`config.mk`:
```
export PLATFORM = sky130hd
export DESIGN_NAME = arb_mux_nto1_reg
export DESIGN_NICKNAME = d
export VERILOG_FILES = /design/src/rtl/arb_mux_nto1_reg.sv
export SDC_FILE = /design/constraint.sdc
export NUM_CORES = 1
export LEC_CHECK = 0
export CORE_ASPECT_RATIO = 1.4
export CORE_MARGIN = 4
export CORE_UTILIZATION = 36
export DETAILED_ROUTE_END_ITERATION = 8
export MAX_ROUTING_LAYER = met4
export PLACE_DENSITY = 0.9
export SYNTH_ARGS = -nofsm -noshare
export SYNTH_HDL_FRONTEND = slang
export SYNTH_SLANG_ARGS = --single-unit
```
`constraint.sdc`:
```
create_clock -name clock -period 2.7 [get_ports clock]
set_input_delay 0.27 -clock clock [delete_from_list [all_inputs] [get_ports clock]]
set_output_delay 0.27 -clock clock [all_outputs]
set_load 0.01 [all_outputs]
```
`src/rtl/arb_mux_nto1_reg.sv`:
```
// N-input, W-bit registered selector with valid/ready handshakes.
// Selection is either by an external select port (MODE 0) or round-robin arbitration (MODE 1).
module arb_mux_nto1_reg #(
  parameter  int WIDTH  = 8,
  parameter  int NUM_IN = 4,
  parameter  int MODE   = 0,
  localparam int SEL_W  = $clog2(NUM_IN)
) (
  input  logic                    clock,
  input  logic                    resetn,
  input  logic [NUM_IN*WIDTH-1:0] in_data,
  input  logic [NUM_IN-1:0]       in_valid,
  output logic [NUM_IN-1:0]       in_ready,
  input  logic [SEL_W-1:0]        sel,
  input  logic                    flush,
  output logic [WIDTH-1:0]        out_data,
  output logic [SEL_W-1:0]        out_src,
  output logic                    out_valid,
  input  logic                    out_ready
);

  logic [WIDTH-1:0] r_out_data;
  logic [SEL_W-1:0] r_out_src;
  logic             r_out_valid;
  logic [SEL_W-1:0] r_rr_last;

  logic             w_gnt_vld;
  logic [SEL_W-1:0] w_gnt_idx;
  logic             w_accept;
  logic             w_xfer_in;
  logic [WIDTH-1:0] w_sel_data;

  // An in-flight reset also blocks acceptance so no handshake completes during it.
  assign w_accept  = resetn && !flush && (!r_out_valid || out_ready);
  assign w_xfer_in = w_gnt_vld && w_accept;

  always_comb begin
    w_gnt_vld = 1'b0;
    w_gnt_idx = '0;
    if (MODE == 0) begin
      for (int unsigned i = 0; i < NUM_IN; i++) begin
        if (sel == SEL_W'(i) && in_valid[i]) begin
          w_gnt_vld = 1'b1;
          w_gnt_idx = SEL_W'(i);
        end
      end
    end else begin
      // Wrapped search from rr_last+1: first the channels above rr_last, then from 0 upward.
      for (int unsigned i = 0; i < NUM_IN; i++) begin
        if (!w_gnt_vld && in_valid[i] && SEL_W'(i) > r_rr_last) begin
          w_gnt_vld = 1'b1;
          w_gnt_idx = SEL_W'(i);
        end
      end
      for (int unsigned i = 0; i < NUM_IN; i++) begin
        if (!w_gnt_vld && in_valid[i] && SEL_W'(i) <= r_rr_last) begin
          w_gnt_vld = 1'b1;
          w_gnt_idx = SEL_W'(i);
        end
      end
    end
  end

  always_comb begin
    w_sel_data = '0;
    in_ready   = '0;
    for (int unsigned i = 0; i < NUM_IN; i++) begin
      if (w_gnt_idx == SEL_W'(i)) begin
        w_sel_data  = in_data[i*WIDTH +: WIDTH];
        in_ready[i] = w_xfer_in;
      end
    end
  end

  always_ff @(posedge clock) begin
    if (!resetn) begin
      r_out_data  <= '0;
      r_out_src   <= '0;
      r_out_valid <= 1'b0;
      r_rr_last   <= SEL_W'(NUM_IN - 1);
    end else if (flush) begin
      r_out_valid <= 1'b0;
    end else if (w_xfer_in) begin
      r_out_data  <= w_sel_data;
      r_out_src   <= w_gnt_idx;
      r_out_valid <= 1'b1;
      r_rr_last   <= w_gnt_idx;
    end else if (r_out_valid && out_ready) begin
      r_out_valid <= 1'b0;
    end
  end

  assign out_data  = r_out_data;
  assign out_src   = r_out_src;
  assign out_valid = r_out_valid;

endmodule
```
==> impl_metrics.tcl <==
set metrics [dict create \
    io_pins 57 \
    dr.pass1.iters 5 \
    htree_num_levels 1 \
    cp-end-kind "primary output" \
    p_leak_nw 0.524 \
    fin_crit_ns 2.45 \
    power_frac_seq_pct 38.3 \
    finalCritPeriodShare_pct 90.8 \
    die_h_um 63.0 \
    drv_cap 0 \
    clk_latency_ns 0.26 \
    synth-seq-cells 11 \
    max_slew.worst_pin.slew_ns 0.603 \
    syn_nets 132 \
    cp-start-kind "primary input" \
    drcViolationCount 0 \
    worstSetupPathType "in2out" \
    grt_pass1_vias 1059 \
    synth_top_area_share_pct 28.3 \
    clk_path_buf_depth 2 \
    ys.flop_type "dfxtp_1" \
    coreArea_um2 2020 \
    die_w_um 47.3 \
    p_switching_mw 0.128 \
    cp_slowest_stage_delay_ns 0.66 \
    async_flop_share_pct 0 \
    setup_viol 0 \
    initial_core_util_pct 38.5 \
    post-place-ws_ns 0.259 \
    grt_overflow_total 0 \
    hp-class "reg2reg" \
    path_cells "clkdlybuf4s50_1 -> mux4_2 -> nand3_1 -> nor2_1 -> clkdlybuf4s50_1" \
    hold_violations 0 \
    power.internal_mw 0.339 \
    grt_antenna_before_repair 0 \
    place_congestion 0.847 \
    arrival_ns 2.18 \
    cpMaxStageDelayCell "clkdlybuf4s50_1" \
    finalPower_mw 0.467 \
    holdWs_ns 0.483 \
    synth_top_area_cell "dfxtp_1" \
    grt_start_max_net_pins 11 \
    synth_top_family_by_area "compound AO/OA/AOI/OAI gates" \
    num_antenna_cells 0 \
    dp_hpwl_um 2370 \
    vdd_drop_max_uv 210 \
    synth_most_common_cell "dfxtp_1" \
    design.die.area_um2 2980 \
    fmax_mhz 408 \
    num_rows 19 \
    cp.required_ns 2.43 \
    synth-compound-area-share_pct 36.1 \
    tritoncts "done" \
    power_frac_clock_pct 23.6 \
    syn_area_um2 777 \
    postCtsHoldBufs 0 \
    yosys.area_share.adder_pct 0 \
    cts_resized 0 \
    tns_ns 0 \
    maxSlewHeadroom_pct 58.6 \
    cts_sinks 11 \
    grtUsageTotal_pct 21.2 \
    drive_above_1_share_pct 12.8 \
    vias_per_cell 5.85 \
    post-route-util_pct 68.7 \
    wire_per_inst_um 16.7 \
    synth_edf_count 0 \
    finalWorstSetupSlack_ns 0.248 \
    crit_top_cell "clkdlybuf4s50_1" \
    synth_cell_type_count 29 \
    num_vias 995 \
    comb_power_share_pct 38.1 \
    drtIter0Drc 22 \
    root_buffer "clkbuf_4" \
    pwr_density_cell_nw_per_um2 336 \
    path_max_fanout 10 \
    area_growth_syn_to_layout_pct 78.7 \
    syn_avg_cell_area_um2 8.63 \
    nets 192 \
    ys_warn_count 0 \
    synthXorXnorAreaFrac_pct 0 \
    status "completed" \
    synthTopCellsByCount "11 x dfxtp_1, 7 x a21oi_1, 7 x nand2_1, 7 x nor2_1" \
    io_buffers 56 \
    slew_violations 0 \
    rsz0062_at_grt "false" \
    switching_share_pct 27.5 \
    drtAntennaViolNets 0 \
    synth_cells 90 \
    ys_seq_area_share_pct 28.3 \
    netlist_top_cells_area "dfxtp_1 28%, a221o_1 7.7%, o211ai_1 5.8%" \
    post_cts_buffers 0 \
    skew_ns 0.00421 \
    cts_made_buffers 3 \
    synth-simple-area-share_pct 19.5 \
    wirelength_um 2840 \
    grt_pass1_wl_um 4490 \
    synthMuxAreaShare_pct 10.1 \
    clkTransAtPathRegs_ns 0.07 \
]
[per-stage QoR]
| stage | instances | instance area, um2 |
|---|---|---|
| finish | 170 | 1390 |
| global route | 170 | 1390 |
| global placement | 166 | 1360 |
| detailed placement | 166 | 1360 |
| floorplan | 90 | 777 |
| CTS | 170 | 1390 |
[per-layer routing]
metal  GRT usage, %  part of all wire, %  routed length (um)
met5              -                    0                   0
met1           21.8                   36                1010
met4           14.2                  3.1                  89
met2           33.2                   50                1420
met3           5.19                   11                 310
[layout by cell type, fill, tap and decap left out]
cell type        count
mux2i_1              3
nor2_1               7
clkbuf_1             1
a221o_1              6
mux4_2               1
nand3_1              4
a21oi_2              2
and3_4               1
dfxtp_1             11
mux2_2               1
nand2b_1             1
mux2_4               1
and3b_1              2
clkdlybuf4s50_1     56
o21a_1               1
a21oi_1              7
clkbuf_4             3
nor2b_1              2
o21ai_2              4
and2_1               3
a21boi_0             1
o31ai_1              6
o211ai_1             6
buf_4                6
nand2_1              7
and3_1               2
o21ai_0              2
a2bb2oi_1            2
[final timing paths]
path,from,to,slack (ns),cells after the start
max,sel[0],in_ready[3],0.25,5
min,out_src[1],out_src[1],0.48,2
max reg2reg,out_valid,out_data[5],1.55,3
min reg2reg,out_src[1],out_src[1],0.48,2
[registers in the layout, summed over array words and instances (netlist names)]
register   count
out_src        2
out_data       8
out_valid      1
[final cells by class]
class	count	area, um2
Tap cell	21	26.3
Multi-Input combinational cell	72	510
Sequential cell	11	220
Timing Repair Buffer	62	606
Fill cell	157	632
Clock buffer	4	26.3
[logic make-up after synthesis]
kind of cell / after synthesis
compound gates: 37
simple gates: 29
flops: 11
buf+inv: 7
mux: 6
[critical path, delay by kind of cell]
family                 cells  cell delay (ns)
and+or+nand+nor            2             0.41
buffers and inverters      2             1.21
muxes                      1             0.28
[power by group through the flow]
stage | Sequential, mW | Combinational, mW | Clock (mW)
after global routing | 0.180 | 0.190 | 0.123
after CTS | 0.179 | 0.177 | 0.112
after floorplan | 0.187 | 0.0679 | 0
after global placement | 0.182 | 0.170 | 0
after detailed placement | 0.182 | 0.176 | 0
final | 0.179 | 0.178 | 0.110
Note: power is estimated with default switching activity, not from simulation.
==> patch (same flow settings) <==
Set the parameter `MODE` to 1 (it was 0). Comments in the files are not updated.
--- a/src/rtl/arb_mux_nto1_reg.sv
+++ b/src/rtl/arb_mux_nto1_reg.sv
@@ -4,5 +4,5 @@
   parameter  int WIDTH  = 8,
   parameter  int NUM_IN = 4,
-  parameter  int MODE   = 0,
+  parameter  int MODE   = 1,
   localparam int SEL_W  = $clog2(NUM_IN)
 ) (
Check against the original RTL: not equivalent (Yosys sat finds a counterexample within 4 cycles, from zero or initial values and one cycle with resetn low).
==> patch against the unedited design <==
Synthesized cell count increased by 22%. Cell area up 7.1%. Sequential cell count grew 2. Fmax fell by 0.38%. Synthesized area up 12%. Setup slack got worse by 9.3 ps. Die area grew 11%. Wire length up 12%. Total power is 24% higher. Highest routed layer unchanged.
==> patch: results (changes against the unedited design) <==
- Status: complete, no violations
- Static leakage: 0.582 nW (+11%)
- Sequential area share after synthesis: 29.8% (+1.5 points)
- Vias per inst: 5.83 (-0.44%)
- FF-to-FF Start: r_rr_last[1]
- Worst slew pin tran: 438 ps (-166 ps)
- R2R Setup Slk: 720 ps (-830 ps)
- Synth area leaders: dfxtp_1 30%, a21oi_1 9.7%, a221oi_1 9.0%
- Initial antenna violation count: 0 (unchanged)
- Post-DP Area: 1450 um^2 (+6.6%)
- Clk slew on worst S/H paths: 90 ps (+20 ps)
- Clk_lat worst skew: 270 ps
- Filler cells: 218 (+39%)
- H-tree depth: 1 (unchanged)
- CP arrival: around 2200 ps
- GR Layer Usage met3: 4.29% (-0.90 points)
- Clock skew: 0.851 ps (-3.36 ps)
- Peak supply drop: 233 uV (+11%)
- Worst hold path class: reg2reg
- GRT Util Overall: 19.8% (-1.4 points)
- Yosys cell types: 34 (+17%)
- Largest stage delay, worst path: 540 ps (-120 ps)
- Hold Vio Cnt, Final: 0 (unchanged)
- Fin worst setup slack: 238 ps (-9.31 ps)
- PortBufs: 54 (-3.6%)
- Largest net degree at the start of global routing: 13 (+2)
- First-pass GRT wire length: 4920 um (+9.5%)
- Metal3 WL: 202 um (-35%)
- Pre-Repair DR Iteration Count: 4 (-1)
- Slowest-stage cell, CP: clkdlybuf4s50_1
- Switching Share: 30.9% (+3.4 points)
- GRT met1 Usage: 19.2% (-2.6 points)
- Met2 Use GR: 37.6% (+4.4 points)
- Vias in the first global route: 1153 (+8.9%)
- Worst reg2reg path endpoint: out_data[1]
- Starting DRT DRC Count: 39 (+77%)
- Crit-path max FO: 7 (-3)
- Synth Area per Inst: 7.94 um^2 (-8.0%)
- Post-DR wirelength/cell: 16.6 um (-0.73%)
- Mapped Nets: 152 (+15%)
- Post-Layout Cell Count: 191 (+12%)
- Reg2Reg Depth: 6 (+3)
- Top Metal Used: met4
- Met2 routed WL: 1760 um (+24%)
- Gpl congestion: 1.04 (+23%)
- Met1 WL: 1170 um (+15%)
- Share of post-route cells with drive strength above 1: 11.2% (-1.5 points)
- DP Wirelength: 2490 um (+5.0%)
- Hold path cells: 2 (unchanged)
- Dpl ws: 47.8 ps (-211 ps)
- Num CTS Buffers: 3 (unchanged)
- Synth cell count leaders: 17 x a21oi_1, 13 x dfxtp_1, 9 x a221oi_1, 8 x nand2_1, 7 x a22oi_1
- Fin nets: 212 (+10%)
patch: cells by family after synthesis:
kind of cell	Yosys count	synth area share [%]
buffers and inverters	11	7.31
DFF	13	29.8
and+or+nand+nor	37	25.1
AOI/OAI and AO/OA	49	37.8
patch: per-stage QoR:
stage | power, mW | hold WS (ps)
CTS | 0.579 | 467
global placement | 0.447 | 444
detailed placement | 0.454 | 455
floorplan | 0.332 | 424
global route | 0.611 | 494
finish | 0.578 | 461
patch: area by class of cell:
class | count | area [um^2] | area share, %
timing repair buffer | 62 | 603 | 40.5
multi-input combinational | 86 | 556 | 37.3
sequential | 13 | 260 | 17.5
tap | 22 | 27.5 | 1.85
clock buffer | 4 | 26.3 | 1.77
inverter | 4 | 15.0 | 1.01
patch: what timing repair did:
action                     in CTS  in global routing
resized for setup               0                  2
buffers inserted                0                  0
setup endpoints to repair       0                  2
patch: power groups by stage:
stage | combinational [mW] | clock (mW) | sequential [mW]
finish | 0.229 | 0.125 | 0.224
global route | 0.246 | 0.138 | 0.226
CTS | 0.228 | 0.128 | 0.223
detailed placement | 0.226 | 0 | 0.228
global placement | 0.219 | 0 | 0.227
floorplan | 0.101 | 0 | 0.231
patch: worst max-delay path: cells and delay by family:
family	cells	cell delay [ps]
compound gates	1	370
simple gates	3	550
buf+inv	2	990
patch: how the worst max path moves through the flow:
stage                 start  cells past startpoint          end
4_1_cts         in_valid[3]                      6  in_ready[3]
2_1_floorplan  r_rr_last[0]                      7  out_data[1]
3_3_place_gp    in_valid[3]                      6  in_ready[3]
3_5_place_dp    in_valid[3]                      6  in_ready[3]
6_report          out_ready                      6  in_ready[2]
5_1_grt           out_ready                      6  in_ready[0]
